--- src/rtl/divisor_subtrai_desloca_if.sv ---
`default_nettype none
// ============================================================================
// Module      : divisor_subtrai_desloca_if
// Description : Operand/result/handshake bundle for the shift-subtract divider.
//               master drives dividendo, divisor and st, and observes the
//               results; slave is the divider side.
//               dividendo [2N] / divisor [N] / st          : master -> slave
//               quociente [N] / resto [N] / ovf/done/idle  : slave -> master
// Revision    : 1.0 - initial release
// ============================================================================
interface divisor_subtrai_desloca_if #(
    parameter int N = 4
);
    logic [2*N-1:0] dividendo;
    logic [N-1:0]   divisor;
    logic           st;
    logic [N-1:0]   quociente;
    logic [N-1:0]   resto;
    logic           ovf;
    logic           done;
    logic           idle;

    modport master (
        output dividendo, divisor, st,
        input  quociente, resto, ovf, done, idle
    );

    modport slave (
        input  dividendo, divisor, st,
        output quociente, resto, ovf, done, idle
    );
endinterface
`default_nettype wire

--- src/rtl/divisor_subtrai_desloca.sv ---
`default_nettype none
// ============================================================================
// Module      : divisor_subtrai_desloca
// Description : Sequential shift-subtract unsigned divider,
//               2N-bit dividendo / N-bit divisor -> N-bit quociente + resto.
//               Uses the same st/done/idle handshake as the shift-add
//               multiplier so both can share a control sequencer.
// Ports       : clk    - rising-edge clock
//               rst_n  - asynchronous active-low reset
//               bus    - slave side of divisor_subtrai_desloca_if
//                        (operands, st, quociente, resto, ovf, done, idle)
// Revision    : 1.0 - initial release
// ============================================================================
module divisor_subtrai_desloca #(
    parameter int N = 4
) (
    input  wire logic                    clk,
    input  wire logic                    rst_n,
    divisor_subtrai_desloca_if.slave     bus
);

    localparam int KW = $clog2(N) + 1;

    typedef enum logic [1:0] {
        S_IDLE  = 2'd0,
        S_CHECK = 2'd1,
        S_ITER  = 2'd2,
        S_DONE  = 2'd3
    } state_t;

    state_t          r_state;
    logic [N:0]      r_rem;        // partial remainder, one guard bit
    logic [2*N-1:0]  r_a;          // dividend; low half becomes the quotient
    logic [N-1:0]    r_d;          // latched divisor
    logic [KW-1:0]   r_k;          // iteration counter
    logic [N-1:0]    r_quociente;
    logic [N-1:0]    r_resto;
    logic            r_ovf;
    logic            r_done;
    logic            r_idle;

    logic [N:0]      w_shift;
    logic            w_ge;
    logic [N:0]      w_rem_next;
    logic [N-1:0]    w_q_next;
    logic            w_last;
    logic            w_ovf;

    // {R, A[N-1:0]} shifted left by one. R is always below D before the
    // shift, so the shifted value is below 2D and fits in N+1 bits.
    assign w_shift    = {r_rem[N-1:0], r_a[N-1]};
    assign w_ge       = (w_shift >= {1'b0, r_d});
    assign w_rem_next = w_ge ? (w_shift - {1'b0, r_d}) : w_shift;
    assign w_q_next   = {r_a[N-2:0], w_ge};
    assign w_last     = (r_k == KW'(N - 1));

    // Quotient fits in N bits only when the upper dividend half is below D;
    // this also catches D == 0.
    assign w_ovf      = (r_d == '0) || (r_a[2*N-1:N] >= r_d);

    always_ff @(posedge clk or negedge rst_n) begin
        if (!rst_n) begin
            r_state     <= S_IDLE;
            r_rem       <= '0;
            r_a         <= '0;
            r_d         <= '0;
            r_k         <= '0;
            r_quociente <= '0;
            r_resto     <= '0;
            r_ovf       <= 1'b0;
            r_done      <= 1'b0;
            r_idle      <= 1'b1;
        end else begin
            case (r_state)
                S_IDLE: begin
                    if (bus.st) begin
                        r_a     <= bus.dividendo;
                        r_d     <= bus.divisor;
                        r_ovf   <= 1'b0;
                        r_idle  <= 1'b0;
                        r_state <= S_CHECK;
                    end
                end
                S_CHECK: begin
                    if (w_ovf) begin
                        r_ovf       <= 1'b1;
                        r_quociente <= '0;
                        r_resto     <= '0;
                        r_done      <= 1'b1;
                        r_state     <= S_DONE;
                    end else begin
                        r_rem   <= {1'b0, r_a[2*N-1:N]};
                        r_k     <= '0;
                        r_state <= S_ITER;
                    end
                end
                S_ITER: begin
                    r_rem       <= w_rem_next;
                    r_a[N-1:0]  <= w_q_next;
                    r_k         <= r_k + KW'(1);
                    if (w_last) begin
                        // Results are captured on entry to DONE from the
                        // values produced by this final iteration.
                        r_quociente <= w_q_next;
                        r_resto     <= w_rem_next[N-1:0];
                        r_done      <= 1'b1;
                        r_state     <= S_DONE;
                    end
                end
                S_DONE: begin
                    r_done  <= 1'b0;
                    r_idle  <= 1'b1;
                    r_state <= S_IDLE;
                end
                default: begin
                    r_done  <= 1'b0;
                    r_idle  <= 1'b1;
                    r_state <= S_IDLE;
                end
            endcase
        end
    end

    assign bus.quociente = r_quociente;
    assign bus.resto     = r_resto;
    assign bus.ovf       = r_ovf;
    assign bus.done      = r_done;
    assign bus.idle      = r_idle;

endmodule
`default_nettype wire
--- src/flat_wrapper.sv ---
// flat-port wrapper written by rule: the top's interface ports become plain ports
module divisor_subtrai_desloca_flat 
#(
    parameter int N = 4
)
  (clk, rst_n, bus_dividendo, bus_divisor, bus_st, bus_quociente, bus_resto, bus_ovf, bus_done, bus_idle);
  divisor_subtrai_desloca_if #(.N(N)) bus_i ();
  input  wire logic clk;
  input  wire logic rst_n;
  input wire logic [$bits(bus_i.dividendo)-1:0] bus_dividendo;
  input wire logic [$bits(bus_i.divisor)-1:0] bus_divisor;
  input wire logic [$bits(bus_i.st)-1:0] bus_st;
  output wire logic [$bits(bus_i.quociente)-1:0] bus_quociente;
  output wire logic [$bits(bus_i.resto)-1:0] bus_resto;
  output wire logic [$bits(bus_i.ovf)-1:0] bus_ovf;
  output wire logic [$bits(bus_i.done)-1:0] bus_done;
  output wire logic [$bits(bus_i.idle)-1:0] bus_idle;
  assign bus_i.dividendo = bus_dividendo;
  assign bus_i.divisor = bus_divisor;
  assign bus_i.st = bus_st;
  assign bus_quociente = bus_i.quociente;
  assign bus_resto = bus_i.resto;
  assign bus_ovf = bus_i.ovf;
  assign bus_done = bus_i.done;
  assign bus_idle = bus_i.idle;
  divisor_subtrai_desloca #(.N(N)) u_core (.clk(clk), .rst_n(rst_n), .bus(bus_i));
endmodule
--- config.mk ---
export PLATFORM = sky130hd
export DESIGN_NAME = divisor_subtrai_desloca_flat
export DESIGN_NICKNAME = d
export VERILOG_FILES = /design/src/rtl/divisor_subtrai_desloca_if.sv /design/src/rtl/divisor_subtrai_desloca.sv /design/src/flat_wrapper.sv
export SDC_FILE = /design/constraint.sdc
export NUM_CORES = 1
export LEC_CHECK = 0
export ABC_AREA = 1
export CELL_PAD_IN_SITES_DETAIL_PLACEMENT = 1
export CELL_PAD_IN_SITES_GLOBAL_PLACEMENT = 1
export CORE_MARGIN = 2
export CORE_UTILIZATION = 41
export DETAILED_ROUTE_END_ITERATION = 7
export GPL_TIMING_DRIVEN = 0
export PLACE_DENSITY_LB_ADDON = 0.08
export REMOVE_ABC_BUFFERS = 1
export SYNTH_ARGS = -nofsm -noshare
export SYNTH_HDL_FRONTEND = slang
export SYNTH_SLANG_ARGS = --single-unit
--- constraint.sdc ---
create_clock -name clk -period 2.05 [get_ports clk]
set_input_delay 0.41 -clock clk [delete_from_list [all_inputs] [get_ports clk]]
set_output_delay 0.41 -clock clk [all_outputs]
set_load 0.01 [all_outputs]
# ---- Word-level counts from Yosys, hierarchy flattened
# Cells that the tools add are included.
dict set report word_totals {
  regBits 32
  input_bits 15
  out_inout_bits 11
  wordCells 61
}
dict set report classes {
  add_sub_neg 2
  magnitude_cmp 2
  eq_ne 8
  muxes 22
  reduce_logical 16
}
# op n
set op_table {}
lappend op_table {{$pmux 4 s2} 4}
lappend op_table {{$mux 4} 6}
lappend op_table {{$reduce_and 2->1} 5}
lappend op_table {{$reduce_and 3->1} 3}
lappend op_table {{$pmux 2 s4} 1}
lappend op_table {{$reduce_bool 2->1} 4}
lappend op_table {{$pmux 3 s2} 1}
lappend op_table {{$ge 5x4->1} 1}
lappend op_table {{$eq 2x2->1 const B} 2}
lappend op_table {{$ge 4x4->1} 1}
lappend op_table {{$logic_not 4->1} 1}
lappend op_table {{$mux 1} 4}
lappend op_table {{$mux 2} 2}
lappend op_table {{$ne 2x1->1 const B} 2}
lappend op_table {{$ne 2x2->1 const B} 2}
lappend op_table {{$pmux 1 s2} 2}
lappend op_table {{$sub 4x4->4} 1}
lappend op_table {{$add 3x1->3 const B} 1}
lappend op_table {{$eq 3x2->1 const B} 1}
lappend op_table {{$mux 3} 1}
lappend op_table {{$pmux 1 s3} 1}
lappend op_table {{$reduce_bool 3->1} 1}
lappend op_table {{$eq 2x1->1 const B} 1}
lappend op_table {{$logic_not 2->1} 1}
lappend op_table {{$logic_or 1x1->1} 1}

# ---- Logic depth before layout (Yosys ltp)
# Gate-level depths: netlist (run 1).
dict set report logic_depth {
  word_depth 4
  mapped_depth 12
  ltp_nobuf 11
}

# ---- Least setup slack after synthesis (run 1)
# No wires, ideal clock.
dict set report synth_path {
  path_type {register to register}
  startpoint {register u_core.r_d[3]}
  endpoint {register u_core.r_resto[1] (netlist: u_core.bus.resto[1])}
  setup_ns 0.074
  arrival_ns 1.455
  t_required_ns 1.976
  setup_slack_ns 0.521
  path_stages_with_launch 11
  path_buffers 1
  cell_sequence {dfrtp_1 -> inv_1 -> ha_1 -> nand2_2 -> nand2_2 -> a21oi_4 -> nand3_4 -> nand2_4 -> buf_12 -> nand2_2 -> o21ai_2}
}
dict set report synth_via {
  elab_chain_cells 4
}
# element line
set synth_rtl {}
lappend synth_rtl {{start: declaration} divisor_subtrai_desloca.sv:34} ;# logic [N-1:0] r_d;
lappend synth_rtl {{start signal: assignment} divisor_subtrai_desloca.sv:78} ;# r_d <= bus.divisor;
lappend synth_rtl {{$ge 5x4->1, or another cell as far along} divisor_subtrai_desloca.sv:52} ;# assign w_ge = (w_shift >= {1'b0, r_d});
lappend synth_rtl {{$mux 4 or $logic_or 1x1->1 (tied branches)} {divisor_subtrai_desloca.sv:53, divisor_subtrai_desloca.sv:59}}
lappend synth_rtl {{$mux 4 or $ne 2x1->1 (tied branches)} -}
lappend synth_rtl {{$pmux 4 s2 or $reduce_and 3->1 (tied branches)} -}
lappend synth_rtl {{end signal: assignment} divisor_subtrai_desloca.sv:105} ;# r_resto <= w_rem_next[N-1:0];
lappend synth_rtl {{end: declaration} divisor_subtrai_desloca.sv:37} ;# logic [N-1:0] r_resto;
# Parallel ways exist; a longest one is shown, timed or not. The select of a mux whose other input is x is not followed.
# A chain may end at the register's enable or synchronous reset.

# ---- Worst setup path after layout (run 1)
dict set report layout_path {
  startpoint {register u_core.r_d[2]}
  endpoint {register u_core.r_rem[2]}
}
dict set report layout_via {
  elab_chain_cells 4
}
# element line
set layout_rtl {}
lappend layout_rtl {{$ge 4x4->1 or $logic_not 4->1 (tied branches)} divisor_subtrai_desloca.sv:59} ;# assign w_ovf = (r_d == '0) || (r_a[2*N-1:N] >= r_d);
lappend layout_rtl {{$logic_or 1x1->1} divisor_subtrai_desloca.sv:59}
lappend layout_rtl {{$ne 2x2->1 (no line)} -}
lappend layout_rtl {{$reduce_and 2->1 (no line)} -}
lappend layout_rtl {{end signal: assignment} divisor_subtrai_desloca.sv:92} ;# r_rem <= {1'b0, r_a[2*N-1:N]};
lappend layout_rtl {{end signal: assignment} divisor_subtrai_desloca.sv:98} ;# r_rem <= w_rem_next;
lappend layout_rtl {{end: declaration} divisor_subtrai_desloca.sv:32} ;# logic [N:0] r_rem;
# Parallel ways exist; a longest one is shown, timed or not.

==> results.ini, run 1 <==
[status]
status=finished, final reports clean

[global_routing]
grt_pass1_vias=1656
grt.total_usage=0.1908
grt_overflow=0
grt_max_degree=33
antenna_found_initial=0
grt_first_pass_wirelength_um=7610

[clock_tree]
cts.sinks=32
cts_buffers=5
cts_root_buffer=clkbuf_8
clk-insertion-delay-late_ns=0.28
cts_setup_buffers=0
clkSlewWorstSetupHoldPaths_ns=0.07
cts_buffer_depth=2
h-tree-depth=2
cts_tree=yes

[timing]
finalHoldViolCount=0
fin_crit_ns=1.800
rsz0062_at_grt=false
max_freq_ghz=0.5555
min_period_over_period=0.8781
finClkSkew_ns=0.007926
slew_headroom=0.5019
maxSlewViolCount=0
worst_pin_slew_ns=0.7472
setup_viol=0

[floorplanning]
die_w_um=71.34
core_area_um2=4354
io_pins=26
start_util=0.4270
rows=24
fp.dieH_um=71.34
dieArea_um2=5089

[placed_design]
io_buffers=25
placed_cells=287
place.gp.congestion=0.8554
place_hpwl_um=3345

[finish]
fin_cells=294
finalCoreUtilization=0.5098
final_nets=272
antenna_cells=0
layout-drive-gt1-share=0.1529
area_delta_synth_final_pct=19.38

[synth]
synth_area_leader_cell=dfrtp_1
avgSynthCellArea_um2=8.688
synth-main-ff-cell=dfrtp_1
syn_area_um2=1859
yosys-top-cells-count=49 x nand2_1, 31 x dfrtp_1, 28 x inv_1
post-synth-top-count-cell=nand2_1
synth-edff-count=0
synth_seq_cells=32
ys_types=28
synth_top_cell_area_share=0.4172
synth_seq_area_share=0.4314
synth.area.top_cells=dfrtp_1 42%, nand2_1 9.9%, ha_1 9.4%, inv_1 5.7%, o21ai_2 4.2%
synth-async-reset-ratio=1.000
synthCells=214
ys_warn_count=0

[pwr]
ir_worst_vdd_mv=0.6320
pwr_density_cell_nw_per_um2=1849
p_leak_uw=0.001066

[routing]
viasPerCell=4.990
num_vias=1467
drtAntennaViolNets=0
wl_per_cell_um=14.68
drtIter0Drc=39
remaining_drc_errors=0
wl_um=4315
dr.pass1.iters=4

[critical_path]
timing.rr.start=u_core.r_d[2]
r2r_cells=9
cp.required_ns=2.25
rrSetupSlack_ns=0.25
cp_max_fo=5
start_kind=flip-flop
worst_setup_path_end_kind=flip-flop
r2r_end=u_core.r_rem[2]
cp.arrival_ns=2.00
setup.worst_path.class=reg2reg

[run]
max_cap_violations=0

[min_path]
hold_class=in2async

[registers in the layout, indices dropped and copies added, names as in the netlist, 2 cells and up]
signal,count
u_core.r_a,8
u_core.bus.quociente,4
u_core.bus.resto,4
u_core.r_d,4
u_core.r_rem,4
u_core.r_k,3
u_core.r_state,2
[worst max-delay path by stage]
stage	startpoint	endpoint	slack (ns)	cells after the start
floorplan	u_core.r_state[0]	u_core.r_state[1]	0.31	8
global placement	rst_n	u_core.r_state[0]	-0.08	1
detailed placement	u_core.r_state[0]	u_core.r_state[1]	-0.07	8
CTS	u_core.r_state[0]	u_core.r_state[0]	0.14	7
global route	u_core.r_d[2]	u_core.r_rem[2]	0.07	9
finish	u_core.r_d[2]	u_core.r_rem[2]	0.25	9
[power breakdown]
group | total (µW) | leakage [µW] | internal, µW | switching [µW]
combinational | 2480 | 0.000633 | 959 | 1520
clock | 459 | 0.0000410 | 231 | 228
sequential | 1170 | 0.000392 | 953 | 214
total | 4100 | 0.00107 | 2140 | 1960
[layout make-up]
class	count	area, µm²
Sequential cell	32	802.0
Clock buffer	6	72.57
Inverter	29	108.9
Timing Repair Buffer	25	245.2
Fill cell	527	2135
Multi-Input combinational cell	149	920.9
Clock inverter	1	5.005
Tap cell	52	65.06
[stage by stage]
step | setup TNS (ns) | total power, µW | cell area (µm²) | hold WS, ns | setup WS (ns)
floorplan | 0 | 2914 | 1819 | 0.1144 | 0.3105
global placement | -2.295 | 3472 | 2135 | 0.4657 | -0.07588
detailed placement | -0.1402 | 3659 | 2130 | 0.4720 | -0.07024
CTS | 0 | 4147 | 2210 | 0.2175 | 0.1437
global route | 0 | 4560 | 2220 | 0.2538 | 0.07233
finish | 0 | 4104 | 2220 | 0.1890 | 0.2498
[worst max-delay path: stages, from the launching register on]
cell and delay, ns:
dfrtp_1 0.36, inv_1 0.08, ha_1 0.37, a21oi_2 0.21
nand2_1 0.10, nand2_2 0.13, nand2_4 0.08, nand2_1 0.09
nand3_1 0.13, a21oi_1 0.18
[metal layers]
layer | vias to the layer above | share of wire | routed length, µm | GRT usage
li1 | 742 | - | - | -
met1 | 700 | 0.43 | 1848 | 0.2265
met2 | 20 | 0.53 | 2290 | 0.3477
met3 | 5 | 0.030 | 131 | 0.04501
met4 | 0 | 0.011 | 46 | 0.04403
met5 | - | 0 | 0 | 0
[repair_timing]
item,4_1_cts,5_1_grt
endpoints found under the setup margin,3,1
gates resized for setup,1,1
hold buffers,0,0
pin swaps,0,0
[logic make-up after synthesis]
kind of cell	count (synthesis)	synth area share
simple gates	92	0.2362
compound gates	41	0.1427
buf+inv	33	0.08007
flops	32	0.4314
fa+ha+maj	15	0.1050
xor+xnor	1	0.004711
[placed cells by master, fill, tap and decap left out]
master / count
nand2_1: 49
dfrtp_1: 31
inv_1: 28
clkdlybuf4s50_1: 24
nor2_1: 15
ha_1: 13
nand3_1: 12
a21oi_1: 11
o21ai_0: 10
o21ai_2: 9
nand2_2: 7
clkbuf_8: 5
nand2_4: 4
a31oi_1: 4
nand3_2: 2
o22ai_1: 2
o21ai_1: 2
nor2_2: 1
a21oi_4: 1
nand3_4: 1
a22o_1: 1
inv_2: 1
or2_2: 1
a21oi_2: 1
xnor2_1: 1
fa_1: 1
ha_4: 1
clkinv_2: 1
clkbuf_1: 1
buf_2: 1
dfstp_2: 1
No activity file was read; power rests on OpenSTA's default activity.
==> run 2, diff against run 1 <==
--- a/config.mk
+++ b/config.mk
@@ -13,7 +13,6 @@
 export DETAILED_ROUTE_END_ITERATION = 7
 export GPL_TIMING_DRIVEN = 0
 export PLACE_DENSITY_LB_ADDON = 0.08
-export REMOVE_ABC_BUFFERS = 1
 export SYNTH_ARGS = -nofsm -noshare
 export SYNTH_HDL_FRONTEND = slang
 export SYNTH_SLANG_ARGS = --single-unit
==> run 2 against run 1 <==
Sequential share of layout area down 1.2 points; register-to-register slack better by 0.07 ns; setup slack better by 0.053 ns; critical endpoint is now bus_idle; sequential power about the same; non-clock buffer count up 4; largest power group unchanged.
==> results.ini, run 2 (synthesis results as in run 1) <==
[floorplanning]
fp.dieH_um=71.34
rows=24
start_util=0.4270
dieArea_um2=5089
io_pins=26
core_area_um2=4354
die_w_um=71.34

[finish]
fin_cells=299
area_delta_synth_final_pct=23.49
regMostFlops=u_core.r_a
final_cell_mix=49 x nand2_1, 31 x dfrtp_1, 28 x inv_1, 24 x clkdlybuf4s50_1, 15 x nor2_1
antenna_cells=0
layout-drive-gt1-share=0.1700
largest_reg_flops=8
final_common_cell=nand2_1
final_nets=276

[routing]
drtAntennaViolNets=0
remaining_drc_errors=0
drtIter0Drc=66
viasPerCell=4.930
wl_per_cell_um=13.30
dr.pass1.iters=4
wl_um=3977
num_vias=1474

[clock_tree]
ctsResizeCount=0
h-tree-depth=2
cts.sinks=32
cts_buffers=5
cts_setup_buffers=0
cts_buffer_depth=2
clkSlewWorstSetupHoldPaths_ns=0.07
clk-insertion-delay-late_ns=0.28
cts_root_buffer=clkbuf_8
cts.hold.buffers_added=0
cts_tree=yes

[global_routing]
grt_pass1_vias=1581
antenna_found_initial=0
grt_overflow=0
grt.total_usage=0.1808
grt_max_degree=33
grt_first_pass_wirelength_um=7224

[timing]
worst_pin_slew_ns=0.7282
maxSlewViolCount=0
slew_headroom=0.5145
min_period_over_period=0.8523
fin_crit_ns=1.747
max_freq_ghz=0.5723
setup_slack_ns=0.3028
finalHoldViolCount=0
setup_viol=0
finClkSkew_ns=0.005460
rsz0062_at_grt=false

[pwr]
p_comb_frac=0.576
pwr_density_cell_nw_per_um2=1879
switching_power_uw=1920
p_int_uw=2395
p_leak_uw=0.001115
ir_worst_vdd_mv=0.7581
clkPwrFrac=0.157
swShare=0.4450
seqPwrFrac=0.267

[critical_path]
crit_family=flip-flops
path_cells=clkdlybuf4s50_1
worstSetupStartpoint=u_core.bus.idle
timing.rr.start=u_core.r_d[2]
crit_cells=1
worst_setup_path_end_kind=primary output
cp.required_ns=1.64
r2r_end=u_core.r_rem[2]
critPathCapture=bus_idle
cp.arrival_ns=1.34
critPathBufInv=1
setup.worst_path.class=reg2out
rrSetupSlack_ns=0.32
slowest_stage=dfstp_2
start_kind=flip-flop
r2r_cells=9
max_stage_delay_ns=0.53
cp_max_fo=2

[placed_design]
placed_cells=291
io_buffers=25
place.gp.congestion=0.8391
place_hpwl_um=3075
preCtsSetupSlack_ns=0.3298

[run]
max_cap_violations=0

[status]
status=finished, final reports clean

[synth]
synthesis.nets=244

[min_path]
hold_class=in2async

## run 2: cell types whose count changed in the layout (fill, tap and decap cells not counted), sizes merged
cell    before  now
clkbuf       6    7
buf          1    5
clkinv       1    0
bufinv       0    1
## run 2: worst min-delay path by stage
stage / slack, ns / cells past startpoint / end
after global routing: 0.24 / 1 / u_core.r_rem[1]
after CTS: 0.21 / 1 / u_core.r_rem[1]
after detailed placement: 0.47 / 2 / u_core.bus.quociente[2]
after floorplan: 0.11 / 0 / u_core.bus.done
after global placement: 0.47 / 2 / u_core.bus.quociente[1]
final: 0.18 / 1 / u_core.r_rem[1]
## run 2: metal layers
metal,global-route usage,part of all wire,vias up,wire [µm]
met5,0,0,-,0
met4,0.03774,0.0073,0,29
met3,0.04641,0.032,4,129
met2,0.3097,0.50,23,1987
met1,0.2314,0.46,691,1830
li1,-,-,756,-
## run 2: layout make-up
cell class,count,area [µm²]
Buffer,4,40.04
Clock buffer,7,96.34
Clock inverter,1,30.03
Fill cell,531,2058
Inverter,29,108.9
Multi-Input combinational cell,149,908.4
Sequential cell,32,802.0
Tap cell,52,65.06
Timing Repair Buffer,25,245.2
## run 2: per-stage QoR
| step | util | power [µW] | hold WS (ns) | instance area (µm²) | setup TNS [ns] |
|---|---|---|---|---|---|
| 2_1_floorplan | - | 2999 | 0.1144 | 1859 | 0 |
| 3_3_place_gp | 0.4994 | 3610 | 0.4684 | 2175 | -4.365 |
| 3_5_place_dp | 0.4983 | 3688 | 0.4722 | 2170 | 0 |
| 4_1_cts | 0.5273 | 4390 | 0.2110 | 2296 | 0 |
| 5_1_grt | 0.5273 | 4780 | 0.2431 | 2296 | 0 |
| 6_report | 0.5273 | 4315 | 0.1847 | 2296 | 0 |
## run 2: power by group through the flow
stage / sequential [µW] / clock [µW] / combinational, µW
floorplan: 1170 / 0 / 1830
global placement: 1150 / 0 / 2460
detailed placement: 1170 / 0 / 2520
CTS: 1160 / 684 / 2550
global route: 1200 / 716 / 2860
finish: 1150 / 675 / 2490
==> run 3, diff against run 2 <==
--- a/config.mk
+++ b/config.mk
@@ -6,6 +6,7 @@
 export NUM_CORES = 1
 export LEC_CHECK = 0
 export ABC_AREA = 1
+export CAP_MARGIN = 10
 export CELL_PAD_IN_SITES_DETAIL_PLACEMENT = 1
 export CELL_PAD_IN_SITES_GLOBAL_PLACEMENT = 1
 export CORE_MARGIN = 2
==> results of run 3 <==
No change in the layout: final DEF, timing and power equal those of run 2.
